`config.mk`:
```
export PLATFORM = sky130hd
export DESIGN_NAME = vga_timing_gen_flat
export DESIGN_NICKNAME = d
export VERILOG_FILES = /design/src/rtl/vga_timing_gen_if.sv /design/src/rtl/vga_timing_gen.sv /design/src/flat_wrapper.sv
export SDC_FILE = /design/constraint.sdc
export NUM_CORES = 1
export LEC_CHECK = 0
export CAP_MARGIN = 25
export CORE_ASPECT_RATIO = 1.1
export CORE_MARGIN = 2
export CORE_UTILIZATION = 45
export CTS_BUF_LIST = sky130_fd_sc_hd__clkbuf_2 sky130_fd_sc_hd__clkbuf_4 sky130_fd_sc_hd__clkbuf_8
export CTS_CLUSTER_SIZE = 28
export DETAILED_ROUTE_END_ITERATION = 6
export GPL_TIMING_DRIVEN = 1
export PLACE_DENSITY = 0.74
export SKIP_CTS_REPAIR_TIMING = 1
export SYNTH_ARGS = -nofsm -noshare
export SYNTH_HDL_FRONTEND = slang
export SYNTH_SLANG_ARGS = --single-unit
```
`constraint.sdc`:
```
create_clock -name clk -period 3.9 [get_ports clk]
set_input_delay 0.585 -clock clk [delete_from_list [all_inputs] [get_ports clk]]
set_output_delay 0.585 -clock clk [all_outputs]
set_load 0.05 [all_outputs]
```
`src/rtl/vga_timing_gen_if.sv`:
```
// Scan-coordinate and sync bundle driven by vga_timing_gen toward the sprite
// renderers and the VGA connector.
interface vga_timing_gen_if;
  logic [11:0] pixel_row;
  logic [11:0] pixel_column;
  logic        video_on;
  logic        hsync;
  logic        vsync;
  logic        line_start;
  logic        frame_start;

  modport master (
    output pixel_row, pixel_column, video_on, hsync, vsync, line_start, frame_start
  );
  modport slave (
    input  pixel_row, pixel_column, video_on, hsync, vsync, line_start, frame_start
  );
endinterface

```
`src/rtl/vga_timing_gen.sv`:
```
// VGA raster timing: 12-bit h/v counters with matching phase FSMs; every output
// is registered and reflects the counter state loaded on the same pix_en edge.
module vga_timing_gen #(
  parameter int H_ACTIVE = 640,
  parameter int H_FP     = 16,
  parameter int H_SYNC   = 96,
  parameter int H_BP     = 48,
  parameter int V_ACTIVE = 480,
  parameter int V_FP     = 10,
  parameter int V_SYNC   = 2,
  parameter int V_BP     = 33,
  parameter bit SYNC_POL = 1'b0
) (
  input  logic             clk,
  input  logic             rst,
  input  logic             pix_en,
  vga_timing_gen_if.master vga
);

  localparam logic [11:0] H_TOTAL    = 12'(H_ACTIVE + H_FP + H_SYNC + H_BP);
  localparam logic [11:0] H_FP_START = 12'(H_ACTIVE);
  localparam logic [11:0] H_SY_START = 12'(H_ACTIVE + H_FP);
  localparam logic [11:0] H_BP_START = 12'(H_ACTIVE + H_FP + H_SYNC);
  localparam logic [11:0] V_TOTAL    = 12'(V_ACTIVE + V_FP + V_SYNC + V_BP);
  localparam logic [11:0] V_FP_START = 12'(V_ACTIVE);
  localparam logic [11:0] V_SY_START = 12'(V_ACTIVE + V_FP);
  localparam logic [11:0] V_BP_START = 12'(V_ACTIVE + V_FP + V_SYNC);

  typedef enum logic [1:0] {
    PH_ACTIVE = 2'd0,
    PH_FRONT  = 2'd1,
    PH_SYNC   = 2'd2,
    PH_BACK   = 2'd3
  } phase_e;

  // Phase step keyed on the count about to be loaded, so state and counter
  // always change together on the same edge.
  function automatic phase_e next_phase(
    input phase_e      cur,
    input logic [11:0] cnt_nxt,
    input logic [11:0] fp_s,
    input logic [11:0] sy_s,
    input logic [11:0] bp_s
  );
    phase_e nxt;
    nxt = cur;
    case (cur)
      PH_ACTIVE: if (cnt_nxt == fp_s) nxt = PH_FRONT;
      PH_FRONT:  if (cnt_nxt == sy_s) nxt = PH_SYNC;
      PH_SYNC:   if (cnt_nxt == bp_s) nxt = PH_BACK;
      PH_BACK:   if (cnt_nxt == '0)   nxt = PH_ACTIVE;
      default:   nxt = PH_ACTIVE;
    endcase
    return nxt;
  endfunction

  logic [11:0] h_cnt_q, h_cnt_d;
  logic [11:0] v_cnt_q, v_cnt_d;
  phase_e      h_st_q, h_st_d;
  phase_e      v_st_q, v_st_d;
  logic        video_on_q, video_on_d;
  logic        hsync_q, hsync_d;
  logic        vsync_q, vsync_d;
  logic        line_start_q, line_start_d;
  logic        frame_start_q, frame_start_d;
  logic        h_wrap, v_wrap;

  always_comb begin
    h_cnt_d = h_cnt_q;
    v_cnt_d = v_cnt_q;
    h_wrap  = 1'b0;
    v_wrap  = 1'b0;
    if (pix_en) begin
      if (h_cnt_q == H_TOTAL - 12'd1) begin
        h_cnt_d = '0;
        h_wrap  = 1'b1;
        if (v_cnt_q == V_TOTAL - 12'd1) begin
          v_cnt_d = '0;
          v_wrap  = 1'b1;
        end else begin
          v_cnt_d = v_cnt_q + 12'd1;
        end
      end else begin
        h_cnt_d = h_cnt_q + 12'd1;
      end
    end
  end

  always_comb begin
    h_st_d = h_st_q;
    v_st_d = v_st_q;
    if (pix_en) h_st_d = next_phase(h_st_q, h_cnt_d, H_FP_START, H_SY_START, H_BP_START);
    if (h_wrap) v_st_d = next_phase(v_st_q, v_cnt_d, V_FP_START, V_SY_START, V_BP_START);
  end

  // video_on stays low after reset until the first enabled edge.
  always_comb begin
    video_on_d    = video_on_q;
    hsync_d       = (h_st_d == PH_SYNC) ? SYNC_POL : ~SYNC_POL;
    vsync_d       = (v_st_d == PH_SYNC) ? SYNC_POL : ~SYNC_POL;
    line_start_d  = h_wrap;
    frame_start_d = h_wrap & v_wrap;
    if (pix_en) video_on_d = (h_st_d == PH_ACTIVE) && (v_st_d == PH_ACTIVE);
  end

  always_ff @(posedge clk or negedge rst) begin
    if (!rst) begin
      h_cnt_q       <= '0;
      v_cnt_q       <= '0;
      h_st_q        <= PH_ACTIVE;
      v_st_q        <= PH_ACTIVE;
      video_on_q    <= 1'b0;
      hsync_q       <= ~SYNC_POL;
      vsync_q       <= ~SYNC_POL;
      line_start_q  <= 1'b0;
      frame_start_q <= 1'b0;
    end else begin
      h_cnt_q       <= h_cnt_d;
      v_cnt_q       <= v_cnt_d;
      h_st_q        <= h_st_d;
      v_st_q        <= v_st_d;
      video_on_q    <= video_on_d;
      hsync_q       <= hsync_d;
      vsync_q       <= vsync_d;
      line_start_q  <= line_start_d;
      frame_start_q <= frame_start_d;
    end
  end

  assign vga.pixel_row    = v_cnt_q;
  assign vga.pixel_column = h_cnt_q;
  assign vga.video_on     = video_on_q;
  assign vga.hsync        = hsync_q;
  assign vga.vsync        = vsync_q;
  assign vga.line_start   = line_start_q;
  assign vga.frame_start  = frame_start_q;

endmodule

```
`src/flat_wrapper.sv`:
```
// flat-port wrapper written by rule: the top's interface ports become plain ports
module vga_timing_gen_flat 
#(
  parameter int H_ACTIVE = 640,
  parameter int H_FP     = 16,
  parameter int H_SYNC   = 96,
  parameter int H_BP     = 48,
  parameter int V_ACTIVE = 480,
  parameter int V_FP     = 10,
  parameter int V_SYNC   = 2,
  parameter int V_BP     = 33,
  parameter bit SYNC_POL = 1'b0
)
  (clk, rst, pix_en, vga_pixel_row, vga_pixel_column, vga_video_on, vga_hsync, vga_vsync, vga_line_start, vga_frame_start);
  vga_timing_gen_if vga_i ();
  input  logic clk;
  input  logic rst;
  input  logic pix_en;
  output wire logic [$bits(vga_i.pixel_row)-1:0] vga_pixel_row;
  output wire logic [$bits(vga_i.pixel_column)-1:0] vga_pixel_column;
  output wire logic [$bits(vga_i.video_on)-1:0] vga_video_on;
  output wire logic [$bits(vga_i.hsync)-1:0] vga_hsync;
  output wire logic [$bits(vga_i.vsync)-1:0] vga_vsync;
  output wire logic [$bits(vga_i.line_start)-1:0] vga_line_start;
  output wire logic [$bits(vga_i.frame_start)-1:0] vga_frame_start;
  assign vga_pixel_row = vga_i.pixel_row;
  assign vga_pixel_column = vga_i.pixel_column;
  assign vga_video_on = vga_i.video_on;
  assign vga_hsync = vga_i.hsync;
  assign vga_vsync = vga_i.vsync;
  assign vga_line_start = vga_i.line_start;
  assign vga_frame_start = vga_i.frame_start;
  vga_timing_gen #(.H_ACTIVE(H_ACTIVE), .H_FP(H_FP), .H_SYNC(H_SYNC), .H_BP(H_BP), .V_ACTIVE(V_ACTIVE), .V_FP(V_FP), .V_SYNC(V_SYNC), .V_BP(V_BP), .SYNC_POL(SYNC_POL)) u_core (.clk(clk), .rst(rst), .pix_en(pix_en), .vga(vga_i));
endmodule
```
# Word-level counts from Yosys, hierarchy flattened
# Cells that the tools add are included.
# word_totals
register_bits	33
inputBits	3
elab_cells	59
# op_classes
addsub	2
eq_ne	16
muxes	24
bitwise	1
n_reduce_logical	7
# ops
op	n
$eq 12x10->1 const B	5
$mux 12	5
$eq 12x9->1 const B	3
$add 12x1->12 const B	2
$logic_not 12->1	2
$mux 2	10
$pmux 2 s4	2
$eq 2x2->1 const B	6
$logic_not 2->1	4
$mux 1	7
$eq 2x1->1 const B	2
$and 1x1->1	1
$logic_and 1x1->1	1

# Depth between registers and ports, before layout
# depth
ltp_word	10
ltp_mapped	12

# Least setup slack after synthesis
# Ideal clock, no wire load.
# synth_timing
path_type	reg2reg
start	reg u_core.h_cnt_q[2] (netlist: u_core.vga.pixel_column[2])
end	reg u_core.video_on_q (netlist: u_core.vga.video_on)
t_arrival_ns	3.443
required_time_ns	3.796
path_slack_ns	0.354
path_stages_with_launch	10
period_less_slack_ns	3.546
cell_sequence	dfrtp_1 > or4b_4 > or3_1 > buf_6 > clkinv_8 > a21oi_4 > or4b_4 > or4_4 > a31o_1 > o41ai_2
# synth_between
elab_chain_len	9
elab_cells_between_ends	31
classes_between	add/sub: 1; eq/ne: 7; mux: 18; reduce/logical: 5
# synth_lines
item	line_no	text
start: declaration	vga_timing_gen.sv:57	logic [11:0] h_cnt_q, h_cnt_d;
start signal: assignment	vga_timing_gen.sv:118	h_cnt_q <= h_cnt_d;
$add 12x1->12 / $eq 12x10->1 (equally long branches)	vga_timing_gen.sv:84, vga_timing_gen.sv:74	
$mux 12 (*)	vga_timing_gen.sv:74	if (h_cnt_q == H_TOTAL - 12'd1) begin
$mux 12 (*)	vga_timing_gen.sv:73	if (pix_en) begin
net u_core.h_cnt_d[5]	vga_timing_gen.sv:57	
$eq 12x10->1, or another cell as far along	vga_timing_gen.sv:50	PH_SYNC: if (cnt_nxt == bp_s) nxt = PH_BACK;
$mux 2, on equally long branches	n/a	
$pmux 2 s4 (*)	vga_timing_gen.sv:47	case (cur)
$mux 2 (*)	vga_timing_gen.sv:92	if (pix_en) h_st_d = next_phase(h_st_q, h_cnt_d, H_FP_START, H_SY_START, H_BP_START);
$logic_not 2->1 (*)	vga_timing_gen.sv:103	if (pix_en) video_on_d = (h_st_d == PH_ACTIVE) && (v_st_d == PH_ACTIVE);
$logic_and 1x1->1 (*)	vga_timing_gen.sv:103	
end signal: assignment	vga_timing_gen.sv:122	video_on_q <= video_on_d;
end: declaration	vga_timing_gen.sv:61	logic video_on_q, video_on_d;
# Mark *: on every way through the listed nets, which the timed path passes. The rest lies on a longest branch.
# A chain may end at the register's enable or synchronous reset.

# Worst setup path after layout
# layout_timing
start	reg u_core.h_cnt_q[5] (netlist: u_core.vga.pixel_column[5])
end	reg u_core.video_on_q (netlist: u_core.vga.video_on)
# layout_between
elab_chain_len	9
elab_cells_between_ends	31
classes_between	add/sub: 1; eq/ne: 7; mux: 18; reduce/logical: 5
# layout_lines
item	line_no
$add 12x1->12 / $eq 12x10->1 (equally long branches)	vga_timing_gen.sv:84, vga_timing_gen.sv:74
$mux 12	vga_timing_gen.sv:74
$mux 12 (*)	vga_timing_gen.sv:73
net u_core.h_cnt_d[5]	vga_timing_gen.sv:57
$eq 12x10->1, or another cell as far along	vga_timing_gen.sv:50
$mux 2, on equally long branches	n/a
$pmux 2 s4 (*)	vga_timing_gen.sv:47
$mux 2 (*)	vga_timing_gen.sv:92
$logic_not 2->1 (*)	vga_timing_gen.sv:103
$logic_and 1x1->1 (*)	vga_timing_gen.sv:103
# Marked as above.

==> results.md <==
* Run status: complete, no violations
* Post-synthesis cell type count at 43
* Initial antenna violation count at 0
* Share of layout cells above drive strength 1 at 11.1%
* Fin area at 2410 um^2
* EDFF count, synth at 0
* Global-route wire length before repair at 7500 um
* Post-Place Setup Slack at 0.225 ns
* Max-slew headroom at 60.8%
* Vias in the first global route at 1,515
* VDD IR-drop max at 0.000248 V
* CP Class: reg2reg
* Gpl congestion at 0.927
* Post-synth top area share at 40.8%
* Die height at 72.2 um
* Ys Warns at 0
* Post-Syn Instances at 202
* DR pass1 iterations at 4
* Post-synth net total at 208
* Placed Area at 2310 um^2
* Overflow after GRT at 0
* GRT Overall Usage at 20.8%
* Clock power frac at 28.2%
* Logic gate share of total power at 30.4%
* HPWL after DPL at 3200 um
* Antenna Violating Nets Remaining at 0
* Crit path time final at 3.49 ns
* Mapped Area at 1900 um^2
* ANT cells at 0
* Worst-path clk slew at 0.07 ns
* Die Area at 4770 um^2
* Yosys reg bits at 33
* Setup crit start kind: register
* Top cell type by total area after synthesis: dfrtp_1
* Total wire length at 4500 um
* Seq. cell area at 828 um^2
* Register share of total power at 41.4%
* Crit share post-route at 89.4%
* Final hold vios at 0
* Mean area per synthesized cell at 9.42 um^2
* Core area at 4020 um^2
* Slew @ Worst Pin at 0.583 ns
* Fin Hold WS at 0.496 ns
* Final Max Tran Viols at 0
* Leak at 1.01 nW
* Post-Synth XOR/XNOR Area at 5.06%
* Simple-gate share of the synthesized area at 27.3%
* Seq/Total Area, Yosys at 43.5%
* Tot Pwr at 1.00 mW
* RSZ-0062 raised after global routing: no
* Net Switching at 0.363 mW
* H-tree lvl count at 2
* Crit path max fanout at 16
* Multiplexer area fraction after synthesis at 2.17%
* Initial DRC count at 126
* Initial Util at 47.3%
* Hold/Removal Path Class: reg2reg
* Fill cells at 359
* Compound-Gate Fraction of Synth Area at 15.2%
* Number of port buffers at 31
* P per Cell Area at 416 nW/um^2
* Int Power at 0.637 mW
* Final Net Count at 248
* Synth Area in Adders at 1.97%
* Total I/O pin count at 32
* Arrival time at the worst endpoint at 3.68 ns
* Via/cell ratio at 5.84
* TritonCTS clock tree: yes
* Largest net degree at the start of global routing at 34
* Post-synthesis async set-or-reset flop share at 100%
* Cts bufs inserted at 5
* Fmax achieved at 287 MHz
* Area delta synth->final at 26.4%
* Remaining DRCs at 0
* Drt wl/cell at 15.3 um
* Max-Cap Viols at 0
* Synth top area cells: dfrtp_1 (41%), nand2_1 (3.7%), xor2_1 (3.2%)
* Worst-Skew Late Latency at 0.29 ns
* Most frequent cells in the layout: clkdlybuf4s50_1 (31), dfrtp_1 (31), nand2_1 (19)
* Die X-Extent at 66.0 um
* Via count at 1,722
* CP required at 4.09 ns
* Critical path endpoint category: register
* Worst setup margin at 0.412 ns
* Clock sinks at 33
* Area taken by multi-input logic gates at 983 um^2
* Largest family of logic cells by synthesized area: simple AND/OR/NAND/NOR gates
* Ys flop type: dfrtp_1
* CTS root buf: clkbuf_8
* Final setup fails at 0
* Switch share at 36.3%
* Row count at 24
* CTS max path bufs at 2
* Setup_tns at 0 ns
* Fin Clk Skew at 0.00877 ns
==> layer usage <==
| metal | part of all wire (%) | global-route usage [%] | wire [um] | vias up |
|---|---|---|---|---|
| met2 | 44 | 27.9 | 1990 | 74 |
| met1 | 46 | 32.2 | 2080 | 809 |
| met4 | 1.7 | 10.2 | 75 | 0 |
| li1 | - | - | - | 833 |
| met3 | 8.0 | 3.26 | 358 | 6 |
| met5 | 0 | 0 | 0 | - |
==> cell type report <==
cell class	count	share of cell area, %
clock buffer	8	4.06
inverter	13	2.55
tap	52	2.70
sequential	33	34.4
multi-input combinational	150	40.9
timing repair buffer	39	15.4
==> per-stage QoR <==
stage                     cells  util [%]
after detailed placement    287      57.4
after floorplan             202         -
after global routing        295      59.8
after CTS                   295      59.8
after global placement      287      57.4
final                       295      59.8
==> flip-flops by register name, indices dropped and copies added, names as in the netlist <==
name,count
u_core.vga.vsync,1
u_core.v_st_q,2
u_core.h_st_q,2
u_core.vga.video_on,1
u_core.vga.frame_start,1
u_core.vga.pixel_column,12
u_core.vga.hsync,1
u_core.vga.line_start,1
u_core.vga.pixel_row,12
==> critical path, cell delays in order, from the launching register on <==
cell      delay [ns]
dfrtp_1         0.45
or4bb_1         0.62
or3_1           0.48
clkinv_8        0.13
a21oi_4         0.05
or4b_4          0.54
or4_4           0.53
a31o_1          0.26
o41ai_2         0.32
==> cells by family after synthesis <==
logic type,after synthesis
simple gates,92
compound gates,40
flops,33
buf+inv,19
xor+xnor,11
mux,4
fa+ha+maj,3
==> worst paths after layout <==
check / startpoint / end / slack [ns] / depth (start not counted)
max: u_core.vga.pixel_column[5] / u_core.vga.video_on / 0.41 / 8
min: u_core.vga.video_on / u_core.vga.video_on / 0.50 / 2
max reg2reg: u_core.vga.pixel_column[5] / u_core.vga.video_on / 0.41 / 8
min reg2reg: u_core.vga.video_on / u_core.vga.video_on / 0.50 / 2
max in group asynchronous: rst / u_core.vga.hsync / 2.88 / 2
min in group asynchronous: rst / u_core.vga.pixel_column[3] / 0.69 / 2
==> synthesized netlist by cell type, types with 3 or more instances <==
master	n
inv_1	12
or3_1	4
ha_1	3
o2111ai_1	3
xor2_1	7
nand2b_1	6
nor4_1	9
clkbuf_1	5
and3_1	3
nand3_1	10
nand2_1	19
xnor2_1	4
dfrtp_1	31
nor2_1	11
or4_1	6
a31oi_1	6
o21ai_0	8
o31ai_1	4
mux2i_1	3
a21oi_1	6
nand4_1	6
nor3_1	9
==> power groups by stage <==
stage | sequential (mW) | combinational (mW) | clock, mW
global route | 0.421 | 0.327 | 0.301
CTS | 0.414 | 0.304 | 0.287
finish | 0.414 | 0.304 | 0.282
global placement | 0.420 | 0.302 | 0
floorplan | 0.500 | 0.118 | 0
detailed placement | 0.420 | 0.303 | 0
Power figures use the tool's default switching activity.
